[config.mk]
export PLATFORM = sky130hd
export DESIGN_NAME = mp_regfile
export DESIGN_NICKNAME = d
export VERILOG_FILES = /design/src/rtl/regfile_pkg.sv /design/src/rtl/regfile_scoreboard.sv /design/src/rtl/mp_regfile.sv
export SDC_FILE = /design/constraint.sdc
export NUM_CORES = 2
export LEC_CHECK = 0
export BUFFER_PORTS_ARGS = -buffer_cell sky130_fd_sc_hd__buf_2
export CORE_UTILIZATION = 57
export DETAILED_ROUTE_END_ITERATION = 8
export GPL_ROUTABILITY_DRIVEN = 0
export PLACE_DENSITY = 0.88
export SKIP_CTS_REPAIR_TIMING = 1
export SLEW_MARGIN = 20
export SYNTH_ARGS = -nofsm -noshare
export SYNTH_HDL_FRONTEND = slang
export SYNTH_HIERARCHICAL = 1
export SYNTH_SLANG_ARGS = --single-unit
[constraint.sdc]
create_clock -name cpu_clk -period 3.5 [get_ports cpu_clk]
set_input_delay 0.35 -clock cpu_clk [delete_from_list [all_inputs] [get_ports cpu_clk]]
set_output_delay 0.35 -clock cpu_clk [all_outputs]
set_load 0.01 [all_outputs]
[src/rtl/regfile_pkg.sv]
// Shared constants, FSM state type and the initialisation fill rule for
// the multi-port register file.
package regfile_pkg;

  localparam int unsigned INIT_MODE_ZERO   = 0;
  localparam int unsigned INIT_MODE_INDEX  = 1;
  localparam int unsigned INIT_MODE_TRIPLE = 2;

  typedef enum logic {
    INIT = 1'b0,
    RUN  = 1'b1
  } state_e;

  // Returned wide; callers size-cast to XLEN, which zero-extends or truncates.
  function automatic logic [63:0] fill_value(input int unsigned mode, input logic [63:0] idx);
    case (mode)
      INIT_MODE_INDEX:  return idx;
      INIT_MODE_TRIPLE: return idx * 64'd3;
      default:          return 64'd0;
    endcase
  endfunction

endpackage

[src/rtl/regfile_scoreboard.sv]
// Busy bit per register: set on issue, cleared on writeback, set wins on a
// same-cycle collision because the issuing instruction is the younger producer.
module regfile_scoreboard #(
  parameter int unsigned AW = 5,
  parameter int unsigned NR = 2,
  parameter int unsigned NW = 1
) (
  input  logic             cpu_clk,
  input  logic             cpu_rst,
  input  logic             flush,
  input  logic             set_en,
  input  logic [AW-1:0]    set_addr,
  input  logic [NW-1:0]    clr_en,
  input  logic [NW*AW-1:0] clr_addr,
  input  logic [NR*AW-1:0] rd_addr,
  input  logic [NR-1:0]    rd_hit,
  output logic [NR-1:0]    rd_busy
);

  localparam int unsigned DEPTH = 2 ** AW;

  logic [DEPTH-1:0] busy_q, busy_d;

  // NOTE: every always_comb starts from a full default so no path leaves a
  // bit unassigned, which would infer a latch.
  always_comb begin
    busy_d = busy_q;
    if (flush) begin
      busy_d = '0;
    end else begin
      for (int j = 0; j < NW; j++) begin
        if (clr_en[j]) busy_d[clr_addr[j*AW +: AW]] = 1'b0;
      end
      if (set_en) busy_d[set_addr] = 1'b1;
    end
    busy_d[0] = 1'b0;
  end

  // NOTE: sequential state uses non-blocking assignments only, so every flop
  // samples its _d value from before the edge.
  always_ff @(posedge cpu_clk or posedge cpu_rst) begin
    if (cpu_rst) busy_q <= '0;
    else         busy_q <= busy_d;
  end

  for (genvar i = 0; i < NR; i++) begin : g_rd
    logic [AW-1:0] addr;
    assign addr       = rd_addr[i*AW +: AW];
    assign rd_busy[i] = busy_q[addr] & (addr != '0) & ~rd_hit[i];
  end

endmodule

[src/rtl/mp_regfile.sv]
// Multi-port register file: hardware init sweep, write-to-read bypass,
// hardwired x0 and a busy scoreboard for outstanding producers.
module mp_regfile
  import regfile_pkg::*;
#(
  parameter int unsigned XLEN      = 32,
  parameter int unsigned AW        = 5,
  parameter int unsigned NR        = 2,
  parameter int unsigned NW        = 1,
  parameter int unsigned INIT_MODE = 0,
  parameter int unsigned BYPASS    = 1
) (
  input  logic               cpu_clk,
  input  logic               cpu_rst,
  input  logic [NR*AW-1:0]   rd_addr,
  output logic [NR*XLEN-1:0] rd_data,
  output logic [NR-1:0]      rd_busy,
  input  logic [NW-1:0]      wr_en,
  input  logic [NW*AW-1:0]   wr_addr,
  input  logic [NW*XLEN-1:0] wr_data,
  input  logic               iss_en,
  input  logic [AW-1:0]      iss_addr,
  input  logic               init_req,
  output logic               ready
);

  localparam int unsigned DEPTH = 2 ** AW;

  state_e          state_q, state_d;
  logic [AW:0]     cnt_q, cnt_d;
  logic            run, accept, flush, iss_ok;
  logic [NW-1:0]   wr_ok;
  logic [NR-1:0]   rd_hit;
  logic [XLEN-1:0] fill_val;
  logic [XLEN-1:0] rf_q [DEPTH];

  assign run      = (state_q == RUN);
  assign ready    = run;
  assign flush    = run & init_req;
  assign accept   = run & ~init_req;
  assign iss_ok   = accept & iss_en & (iss_addr != '0);
  assign fill_val = XLEN'(fill_value(INIT_MODE, 64'(cnt_q)));

  for (genvar j = 0; j < NW; j++) begin : g_wr
    assign wr_ok[j] = accept & wr_en[j] & (wr_addr[j*AW +: AW] != '0);
  end

  always_comb begin
    state_d = state_q;
    cnt_d   = cnt_q;
    if (!run) begin
      if (cnt_q == (AW+1)'(DEPTH - 1)) begin
        state_d = RUN;
        cnt_d   = '0;
      end else begin
        cnt_d = cnt_q + 1'b1;
      end
    end else if (init_req) begin
      state_d = INIT;
      cnt_d   = '0;
    end
  end

  always_ff @(posedge cpu_clk or posedge cpu_rst) begin
    if (cpu_rst) begin
      state_q <= INIT;
      cnt_q   <= '0;
    end else begin
      state_q <= state_d;
      cnt_q   <= cnt_d;
    end
  end

  // NOTE: the storage array has no reset; its contents are defined only by
  // the sweep, which keeps it mappable onto plain RAM/flop arrays.
  // Later ports are assigned last, so the highest write port wins a collision.
  always_ff @(posedge cpu_clk) begin
    if (!run) begin
      rf_q[cnt_q[AW-1:0]] <= fill_val;
    end else begin
      for (int j = 0; j < NW; j++) begin
        if (wr_ok[j]) rf_q[wr_addr[j*AW +: AW]] <= wr_data[j*XLEN +: XLEN];
      end
    end
  end

  for (genvar i = 0; i < NR; i++) begin : g_rd
    logic [AW-1:0]   addr;
    logic            hit;
    logic [XLEN-1:0] byp;
    assign addr = rd_addr[i*AW +: AW];

    always_comb begin
      hit = 1'b0;
      byp = '0;
      for (int j = 0; j < NW; j++) begin
        if ((BYPASS != 0) && run && wr_en[j] && (wr_addr[j*AW +: AW] == addr) && (addr != '0)) begin
          hit = 1'b1;
          byp = wr_data[j*XLEN +: XLEN];
        end
      end
    end

    assign rd_hit[i]                 = hit;
    assign rd_data[i*XLEN +: XLEN]   = (addr == '0) ? '0 : (hit ? byp : rf_q[addr]);
  end

  regfile_scoreboard #(
    .AW (AW),
    .NR (NR),
    .NW (NW)
  ) u_scoreboard (
    .cpu_clk  (cpu_clk),
    .cpu_rst  (cpu_rst),
    .flush    (flush),
    .set_en   (iss_ok),
    .set_addr (iss_addr),
    .clr_en   (wr_ok),
    .clr_addr (wr_addr),
    .rd_addr  (rd_addr),
    .rd_hit   (rd_hit),
    .rd_busy  (rd_busy)
  );

endmodule
==> results.toml <==
[run_status]
status = "finished, final reports clean"

[min_path]
holdCritPathClass = "in -> reg"

[logic_synthesis]
synth_nets = 3254
ys.flop_type = "edfxtp_1"
synth_seq_area_share = 0.623
postSynthCellCount = 3196
synth_edf_count = 1024
avgSynthCellArea_sq_um = 15.9
async_reset_ff_frac = 0.0358
yosys.cell_count.top_type = "edfxtp_1"
netlist.area_leader.share = 0.604
synthTopCellsByArea = "edfxtp_1 (60%), mux4_2 (11%), mux2i_1 (9.9%)"
ys_ff_latch = 1062
synth_cell_types = 65
synthTopCellsByCount = "edfxtp_1 (1024), mux2i_1 (505), mux4_2 (246), a22oi_1 (245), clkbuf_1 (113)"
synth_area_sq_um = 50900
yosys_warnings = 6
yosysTopAreaCell = "edfxtp_1"

[setup_path]
crit_path_end_kind = "output port"
critical_path_class = "in -> out"
crit_chain = "buf_8 > buf_4 > mux2i_1 > a22o_1 > a221oi_1 > o221ai_1 > o21ai_0 > buf_2"
path_buf_inv = 3
slowest_delay_ps = 540
arrival_ps = 2970
critical_path.top_delay_family = "compound AO/OA/AOI/OAI gates"
cp-start-kind = "input pin"
critPathRequiredTime_ps = 3150
crit_path_top_delay_cell = "o21ai_0"
cp_max_fo = 38

[clocking]
cts_sinks = 1062
root_buffer = "clkbuf_16"
clk_latency_ps = 680
numCtsBuffers = 100
cts_tree = "done"
htreeDepth = 3
clockBufferDepth = 3
path_clk_slew_ps = 80

[routing]
vias_per_cell = 7.80
vias = 36182
post-route-drc-count = 0
firstDrtPassIters = 9
antenna_left = 0
wl_per_cell_um = 36.0
wl_mm = 167
drtIter0Drc = 6986

[floorplanning]
dieArea_sq_um = 90500
floorplan.rows = 109
start_util = 0.576
die_h_um = 301
io_pins = 124
core-area_sq_um = 88400
die_w_um = 301

[global_route]
grt_pass1_vias = 35583
grt_start_max_net_pins = 74
grt_pass1_wl_mm = 238
track_usage = 0.366
antenna_found_initial = 10
grt-ovfl-total = 0

[sta]
layout_setup_ws_ps = 178
maxSlewHeadroom = 0.323
drv_slew = 0
fin_setup_tns_ps = 0
fin_crit_sh = 0.949
max_freq_mhz = 301
worstMarginPinSlew_ps = 1010
fin_worst_skew_ps = 18.1
finalHoldViolations = 0
rsz0062_at_grt = "false"
layout_min_cycle_time_ps = 3320
finalSetupViolCount = 0

[power]
leakagePower_nw = 19.7
power_density_nw_per_um2 = 557
irDropWorstVdd_uv = 711

[layout]
multiInputGateArea_sq_um = 18300
seq_area_sq_um = 31700
nets = 3448
layout-drive-gt1-share = 0.253
fillers = 5583
fin_cells = 4638
syn_to_final_growth_pct = 13.8

[place]
portBuffers = 123
dp_cells = 4452
pre_cts_ws_ps = 417
dp_hpwl_mm = 95.0

[run]
drv_cap = 0
[worst register-to-register path, stage by stage, from the launching register on]
cell and delay [ps]:
dfrtp_1 380, nand2_1 140, a311oi_4 850, buf_4 520
and2_1 430, buf_4 340
[cell type report]
class                           instances  area share
Tap cell                             1165      0.0252
Antenna cell                            3    0.000130
Inverter                               11    0.000713
Clock buffer                          123      0.0458
Sequential cell                      1062       0.547
Multi-Input combinational cell       1860       0.315
Timing Repair Buffer                  355      0.0555
Clock inverter                         59      0.0101
[registers in the layout (all words and copies together), names as in the netlist]
signal	count
cnt_q	6
rf_q	1024
ready	1
u_scoreboard/busy_q	31
[cell families after synthesis]
| logic type | count (synthesis) | synth area share |
|---|---|---|
| multiplexers | 828 | 0.226 |
| AO/OA/AOI/OAI | 574 | 0.0783 |
| adder cells (fa/ha/maj) | 1 | 0.000246 |
| buffers and inverters | 274 | 0.0255 |
| flip-flops | 1062 | 0.623 |
| XOR/XNOR | 12 | 0.00206 |
| AND/OR/NAND/NOR | 445 | 0.0450 |
[routing by layer]
metal | share of wire | GRT usage
met4 | 0.064 | 0.197
met2 | 0.43 | 0.534
met1 | 0.32 | 0.466
met3 | 0.18 | 0.155
met5 | 0.00054 | 0
[cell usage in the layout, fill, tap and decap left out, types with 4 or more instances in the layout]
cell          n
edfxtp_1   1024
mux2i_1     505
mux4_2      246
a22oi_1     245
buf_4       166
buf_2       119
clkbuf_16   103
o22ai_1     100
nand3_1      97
mux2_2       73
nand2_1      72
nor2_1       72
buf_12       66
o21ai_0      55
a21oi_1      50
dfrtp_1      38
nor2_4       35
and2_1       33
nand4_1      25
a22o_1       24
clkinv_1     24
a31oi_1      23
clkbuf_1     20
nor4_1       19
or3_1        19
clkinv_2     19
o211ai_1     17
or4_1        16
o21ai_1      13
o221a_1      12
bufinv_16    11
inv_1         9
nand3b_1      9
xnor2_1       7
a32o_1        6
nor3_1        6
nor3b_1       6
xor2_1        5
o221a_2       4
mux4_1        4
[path summary, 6_finish.rpt]
kind,start,endpoint,slack (ps),depth (start not counted)
setup / recovery,rd_addr[0],rd_data[23],180,8
hold / removal,init_req,cnt_q[2],2,2
setup reg to reg,ready,rf_q[28][18],650,5
hold reg to reg,cnt_q[5],cnt_q[5],550,2
max in group asynchronous,cpu_rst,u_scoreboard/busy_q[27],2710,3
min in group asynchronous,cpu_rst,cnt_q[1],190,3
[power breakdown]
part / switching, mW / internal (mW) / leakage (nW)
Sequential: 0.609 / 15.2 / 9.45
Combinational: 3.52 / 1.95 / 8.64
Clock: 4.83 / 6.18 / 1.58
Total: 8.96 / 23.3 / 19.7
[stage by stage]
stage / hold slack (ps) / power (mW) / util / instance area [sq um]
4_1_cts: -375 / 31.9 / 0.655 / 57900
2_1_floorplan: 153 / 18.6 / - / 50900
3_3_place_gp: 309 / 20.9 / 0.619 / 54700
5_1_grt: 17.1 / 32.8 / 0.656 / 57900
3_5_place_dp: 320 / 21.1 / 0.619 / 54700
6_report: 2.26 / 32.3 / 0.656 / 57900
No activity file was read; power rests on OpenSTA's default activity.
